<file path="src/rtl/store_rmw_sequencer_pkg.sv">
// Shared store definitions: access size codes, sequencer state encoding and
// the alignment check used when a store request is accepted.
package store_pkg;

    typedef enum logic [1:0] {
        SZ_ILL  = 2'd0,
        SZ_BYTE = 2'd1,
        SZ_HALF = 2'd2,
        SZ_WORD = 2'd3
    } size_e;

    typedef enum logic [2:0] {
        IDLE  = 3'd0,
        READ  = 3'd1,
        WRITE = 3'd2,
        DONE  = 3'd3,
        ERR   = 3'd4
    } state_e;

    // A request is rejected for an illegal size or a half/word not naturally aligned.
    function automatic logic size_addr_bad(input logic [1:0] sz, input logic [1:0] a_lo);
        logic bad;
        case (sz)
            SZ_ILL:  bad = 1'b1;
            SZ_BYTE: bad = 1'b0;
            SZ_HALF: bad = a_lo[0];
            SZ_WORD: bad = (a_lo != 2'b00);
            default: bad = 1'b1;
        endcase
        return bad;
    endfunction

endpackage

</file>
<file path="src/rtl/store_rmw_sequencer_merge.sv">
// Combinational merge of the low byte/half of the store data into a memory word.
module store_merge
    import store_pkg::*;
(
    input  logic [31:0] word_in,
    input  logic [31:0] regb,
    input  logic [1:0]  size,
    output logic [31:0] merged
);

    // Select which lanes come from the store data and which from the old word.
    always_comb begin
        merged = regb;
        case (size)
            SZ_BYTE: merged = {word_in[31:8], regb[7:0]};
            SZ_HALF: merged = {word_in[31:16], regb[15:0]};
            SZ_WORD: merged = regb;
            default: merged = regb;
        endcase
    end

endmodule

</file>
<file path="src/rtl/store_rmw_sequencer.sv">
// Read-modify-write store sequencer: fetches the memory word for sb/sh,
// merges the store data into it and writes it back; sw writes directly.
module store_rmw_sequencer
    import store_pkg::*;
#(
    parameter int MEM_LAT = 1,
    parameter int ADDR_W  = 32
) (
    input  logic              clk,
    input  logic              reset,
    input  logic              start,
    input  logic [1:0]        st_size,
    input  logic [ADDR_W-1:0] addr,
    input  logic [31:0]       regb,
    input  logic [31:0]       mem_rdata,
    output logic [ADDR_W-1:0] mem_addr,
    output logic [31:0]       mem_wdata,
    output logic              mem_wr,
    output logic              busy,
    output logic              done,
    output logic              err
);

    localparam int CNT_W = $clog2(MEM_LAT + 2);

    state_e            state_q, state_d;
    logic [ADDR_W-1:0] addr_q, addr_d;
    logic [31:0]       regb_q, regb_d;
    logic [1:0]        size_q, size_d;
    logic [31:0]       word_q, word_d;
    logic [CNT_W-1:0]  cnt_q, cnt_d;
    logic [31:0]       merged_s;

    store_merge u_merge (
        .word_in (word_q),
        .regb    (regb_q),
        .size    (size_q),
        .merged  (merged_s)
    );

    // State and request registers; reset aborts any store in flight.
    always_ff @(posedge clk or negedge reset) begin
        if (!reset) begin
            state_q <= IDLE;
            addr_q  <= '0;
            regb_q  <= 32'h0;
            size_q  <= 2'b00;
            word_q  <= 32'h0;
            cnt_q   <= '0;
        end else begin
            state_q <= state_d;
            addr_q  <= addr_d;
            regb_q  <= regb_d;
            size_q  <= size_d;
            word_q  <= word_d;
            cnt_q   <= cnt_d;
        end
    end

    // Next-state logic; the read counter spans MEM_LAT+1 READ cycles.
    always_comb begin
        state_d = state_q;
        addr_d  = addr_q;
        regb_d  = regb_q;
        size_d  = size_q;
        word_d  = word_q;
        cnt_d   = cnt_q;
        case (state_q)
            IDLE: begin
                if (start) begin
                    addr_d = addr;
                    regb_d = regb;
                    size_d = st_size;
                    if (size_addr_bad(st_size, addr[1:0])) begin
                        state_d = ERR;
                    end else if (st_size == SZ_WORD) begin
                        state_d = WRITE;
                    end else begin
                        state_d = READ;
                        cnt_d   = CNT_W'(MEM_LAT);
                    end
                end else begin
                    state_d = IDLE;
                end
            end
            READ: begin
                if (cnt_q == '0) begin
                    word_d  = mem_rdata;
                    state_d = WRITE;
                end else begin
                    cnt_d = cnt_q - CNT_W'(1);
                end
            end
            WRITE:   state_d = DONE;
            DONE:    state_d = IDLE;
            ERR:     state_d = IDLE;
            default: state_d = IDLE;
        endcase
    end

    // Outputs decoded from registered state only.
    always_comb begin
        mem_addr  = '0;
        mem_wdata = 32'h0;
        mem_wr    = 1'b0;
        done      = 1'b0;
        err       = 1'b0;
        busy      = (state_q != IDLE);
        case (state_q)
            READ: mem_addr = addr_q;
            WRITE: begin
                mem_addr  = addr_q;
                mem_wdata = merged_s;
                mem_wr    = 1'b1;
            end
            DONE:    done = 1'b1;
            ERR:     err  = 1'b1;
            default: mem_wr = 1'b0;
        endcase
    end

endmodule

</file>
<file path="config.mk">
export PLATFORM = sky130hd
export DESIGN_NAME = store_rmw_sequencer
export DESIGN_NICKNAME = d
export VERILOG_FILES = /design/src/rtl/store_rmw_sequencer_pkg.sv /design/src/rtl/store_rmw_sequencer_merge.sv /design/src/rtl/store_rmw_sequencer.sv
export SDC_FILE = /design/constraint.sdc
export NUM_CORES = 1
export LEC_CHECK = 0
export CORE_MARGIN = 3
export CORE_UTILIZATION = 44
export DETAILED_ROUTE_END_ITERATION = 8
export PLACE_DENSITY = 0.77
export SYNTH_ARGS = -nofsm -noshare
export SYNTH_HDL_FRONTEND = slang
export SYNTH_SLANG_ARGS = --single-unit
</file>
<file path="constraint.sdc">
create_clock -name clk -period 2.3 [get_ports clk]
set_input_delay 0.345 -clock clk [delete_from_list [all_inputs] [get_ports clk]]
set_output_delay 0.345 -clock clk [all_outputs]
set_load 0.02 [all_outputs]
</file>
* Yosys cells after proc, flatten, opt, wreduce, memory -nomap -nowiden
Cells that the tools add are included.
Word-level totals: memories 0, input port bits 101, logic and storage cells 50, bits in read-only memories 0, bits in registers 103, bits in latches 0, bits in writable memories 0, output and inout bits 68
Cells by class: multiplexer cells 19, $add $sub $neg 1, divide/modulo/power cells 0, $mul 0, reductions and logical operators 10, shift operators 0, equal/unequal tests 14, order comparisons 0, bitwise operators 0
Operators by type and width (number):
- 32-bit 2-to-1 mux | 2
- 32-bit one-hot mux with 2 select lines | 1
- 2-bit 2-to-1 mux | 5
- 2-bit != test (second input constant) | 5
- 3-bit 2-to-1 mux | 3
- 3-bit one-hot mux with 3 select lines | 1
- 2-bit == test (second input constant) | 3
- 3-bit by 2-bit == test with 1-bit output (second input constant) | 2
- 1-bit 2-to-1 mux | 5
- 5-bit AND reduction | 1
- 2-bit by 1-bit == test with 1-bit output (second input constant) | 2
- 2-bit logical NOT | 2
- 1-bit one-hot mux with 4 select lines | 1
- 2-bit one-hot mux with 2 select lines | 1
- 2-bit AND reduction | 2
- 2-bit nonzero test | 2
- 3-bit by 1-bit == test with 1-bit output (second input constant) | 1
- 3-bit == test (second input constant) | 1
- 3-bit logical NOT | 1
- 3-bit nonzero test | 1
- 2-bit OR reduction | 1
- 2-bit by 1-bit subtractor with 2-bit output (second input constant) | 1

* Longest topological paths before layout
depth in word-level cells 7, depth in mapped cells 8

* Hierarchy
From an unflattened synthesis, not the netlist that was laid out.
Unflattened totals: cells, all modules 386, area total of the unflattened synthesis 4840.9 µm²
Modules (own cells, without submodules):
- store_rmw_sequencer | times used 1, cells each 309, seq. area each 2577.5 µm², area each 4405.5 µm²
- store_merge | times used 1, cells each 77, seq. area each 0.0 µm², area each 435.4 µm²

* Worst setup path after synthesis
OpenSTA, ideal clock, no wires.
kind register to output, start point register size_q[0], end point output port mem_wdata[21], setup slack 0.172 ns, stages on the path, launching flop included 8, arrival time 1.783 ns, path buffers 2, cells stage by stage dfrtp_1 inv_1 ha_1 buf_2 nor2_1 clkbuf_1 a22oi_1 nor2_1
Between the ends: longest elaborated chain between the ends 3
RTL lines:
- start: declaration | line store_rmw_sequencer.sv:29 | logic [1:0] size_q, size_d;
- start signal: assignment | line store_rmw_sequencer.sv:54 | size_q <= size_d;
- 2-bit == test or 2-bit by 1-bit == test with 1-bit output (tied branches) | line store_rmw_sequencer_merge.sv:14 | case (size)
- 32-bit one-hot mux with 2 select lines * | line store_rmw_sequencer_merge.sv:14
- 32-bit 2-to-1 mux * | line store_rmw_sequencer.sv:109 | case (state_q)
- end: declaration | line store_rmw_sequencer.sv:17 | output logic [31:0] mem_wdata,
Every way passes the cells marked *; elsewhere a longest branch is shown, timed or not.

* Worst setup path after layout
start point register size_q[0], end point output port mem_wdata[8]
Same word-level chain as after synthesis.

==> flow_summary.json <==
{
  "outcome": "completed",
  "clock_skew_ns": 0.0104,
  "drtIter0Drc": 194,
  "cts_tree": "done",
  "worstMarginPinSlew_ns": 0.564,
  "power.share.clock": 0.138,
  "cap_violations": 0,
  "finalWorstSetupSlack_ns": 0.0919,
  "grt_max_degree": 54,
  "endpoint_kind": "primary output",
  "yosysUniqueCellTypes": 37,
  "p_sw_frac": 0.402,
  "p_int_mw": 5.12,
  "cts.sinks": 95,
  "syn_nets": 581,
  "dp_cells": 756,
  "final-instance-count-excl-fill": 772,
  "combPwrFrac": 0.525,
  "rows": 36,
  "layout_min_cycle_time_ns": 2.21,
  "port_buffers": 160,
  "synth_commonest_cells": "nand2_1, dfrtp_1, and2_1, nor2_1, a22oi_1",
  "dieArea_sq_um": 11400,
  "syn_area_per_cell_sq_um": 9.38,
  "ys_ff_latch": 95,
  "grt_pass1_vias": 3875,
  "async_flop_share": 1.00,
  "seq_area_frac_synth": 0.531,
  "clock-root-buffer": "clkbuf_8",
  "r2r_setup_slack_ns": 0.49,
  "gp_congestion": 0.787,
  "yosysTopAreaCell": "dfrtp_1",
  "hp-start": "addr_q[31]",
  "crit_type": "reg2out",
  "cts_buffer_depth": 2,
  "worstPathArrival_ns": 1.86,
  "switchingPower_mw": 3.43,
  "min_to": "addr_q[31]",
  "drive_gt1_frac": 0.146,
  "drtAntennaViolNets": 0,
  "yosysMostFrequentCell": "nand2_1",
  "p_per_area_nw_per_um2": 1360,
  "gr-total-overflow": 0,
  "hp-class": "reg2reg",
  "max_slew_margin": 0.624,
  "antenna_found_initial": 0,
  "peakVddDrop_mv": 0.585,
  "hold_viol": 0,
  "clk_latency_ns": 0.36,
  "ctsHtreeMaxLevel": 3,
  "clkTransAtPathRegs_ns": 0.08,
  "start_kind": "register",
  "grt_pass1_wl_um": 18700,
  "r2r_cells": 6,
  "vias": 3787,
  "yosys_warnings": 0,
  "antennaDiodeCount": 0,
  "final_nets": 739,
  "sequentialPowerShare": 0.337,
  "fmaxAchievable_mhz": 453,
  "coreArea_sq_um": 9820,
  "rr_endpoint": "addr_q[10]",
  "period_share": 0.960,
  "die_w_um": 107,
  "cts_buffers": 9,
  "synth_top_area_frac": 0.531,
  "syn_inst": 477,
  "drc_errors": 0,
  "slew_violations": 0,
  "synth_area_leaders": "dfrtp_1, nand2_1, mux2_4",
  "place_hpwl_um": 8380,
  "syn_to_final_growth_pct": 40.2,
  "via_per_inst": 4.91,
  "synth_ff_type": "dfrtp_1",
  "netlist_area_sq_um": 4470,
  "dr.pass1.iters": 4,
  "track_usage": 0.208,
  "start_util": 0.456,
  "avgRoutedWirePerCell_um": 14.9,
  "critPathRequiredTime_ns": 1.96,
  "setup_viol_count_final": 0,
  "reg2reg_from": "state_q[1]",
  "leakage_nw": 3.15,
  "routed_wl_um": 11500,
  "post_cts_buffers": 0,
  "die_y_um": 107,
  "hold_depth": 2,
  "dp_slack_ns": 0.00879,
  "cp_max_fo": 8,
  "io_pins": 169,
  "synth_edf_count": 0
}
final cells by class:
cell class	count	area (sq um)
Sequential cell	95	2380
Multi-Input combinational cell	346	1890
Clock buffer	11	141
Fill cell	872	3550
Clock inverter	4	70.1
Tap cell	133	166
Timing Repair Buffer	177	1600
Inverter	6	22.5
how the worst max path moves through the flow:
stage | slack (ns) | start | to | cells past startpoint
2_1_floorplan | 0.17 | size_q[0] | mem_wdata[21] | 7
3_3_place_gp | 0.05 | size_q[0] | mem_wdata[14] | 6
3_5_place_dp | 0.009 | size_q[0] | mem_wdata[16] | 7
4_1_cts | 0.0004 | size_q[0] | mem_wdata[13] | 6
5_1_grt | -0.02 | size_q[1] | mem_wdata[16] | 8
6_report | 0.09 | size_q[0] | mem_wdata[8] | 6
per-stage QoR:
step	setup TNS (ns)	utilization	cell area (sq um)	power, mW	hold slack (ns)
floorplan	0	-	4470	5.88	0.0494
global placement	0	0.630	6180	7.58	0.366
detailed placement	0	0.630	6180	7.72	0.371
CTS	0	0.649	6370	8.65	0.476
global route	-0.0320	0.639	6270	9.19	0.498
finish	0	0.639	6270	8.55	0.471
timing repair:
item	4_1_cts	5_1_grt
endpoints found under the setup margin	65	39
pin swaps	0	0
endpoints found under the hold margin	42	0
gates resized for setup	111	38
hold buffers	1	0
registers in the layout (all words and copies together) (netlist names):
name / flops
addr_q: 32
cnt_q: 2
regb_q: 32
size_q: 2
state_q: 3
word_q: 24
worst max-delay path, cell delays in order (launching register included):
cell and delay [ns]:
dfrtp_1 0.39, inv_1 0.11, ha_4 0.22, or2_4 0.28, a22oi_1 0.21, nor2_1 0.06
clkdlybuf4s15_2 0.25
cell usage in the layout, fill, tap and decap left out, types with 2 or more instances in the layout:
cell / Yosys / final
a22oi_1: 24 / 24
and2_1: 41 / 40
buf_12: 2 / 2
buf_2: 15 / 16
buf_4: 1 / 13
buf_6: 5 / 2
bufinv_16: 0 / 2
clkbuf_2: 0 / 9
clkbuf_8: 0 / 10
clkdlybuf4s15_1: 0 / 9
clkdlybuf4s15_2: 0 / 2
clkdlybuf4s50_1: 0 / 94
clkinv_2: 0 / 2
dfrtp_1: 95 / 95
dlygate4sd2_1: 0 / 29
ha_1: 3 / 2
inv_1: 5 / 5
mux2_2: 4 / 4
mux2_4: 20 / 20
nand2_1: 199 / 198
nand3_1: 2 / 2
nor2_1: 28 / 28
o21ai_0: 4 / 4
or2b_1: 2 / 2
power groups by stage:
stage,Combinational (mW),Clock [mW],Sequential (mW)
2_1_floorplan,3.07,0,2.81
3_3_place_gp,4.71,0,2.86
3_5_place_dp,4.81,0,2.91
4_1_cts,4.55,1.22,2.88
5_1_grt,4.94,1.28,2.98
6_report,4.49,1.18,2.88
routing by layer:
| layer | global-route usage | vias to the layer above | share of wire |
|---|---|---|---|
| met5 | 0 | - | 0 |
| met4 | 0.0840 | 0 | 0.017 |
| met3 | 0.0415 | 14 | 0.070 |
| met2 | 0.350 | 139 | 0.49 |
| met1 | 0.264 | 1806 | 0.42 |
| li1 | - | 1828 | - |
logic make-up after synthesis:
| kind of cell | count (synthesis) | synth area share |
|---|---|---|
| xor gates and xnor gates | 1 | 0.00196 |
| buffers and inverters | 36 | 0.0509 |
| DFF | 95 | 0.531 |
| and+or+nand+nor | 284 | 0.275 |
| adders and majority gates | 3 | 0.00839 |
| muxes | 25 | 0.0794 |
| AOI/OAI and AO/OA | 33 | 0.0529 |
(Power assumes the default switching activity.)
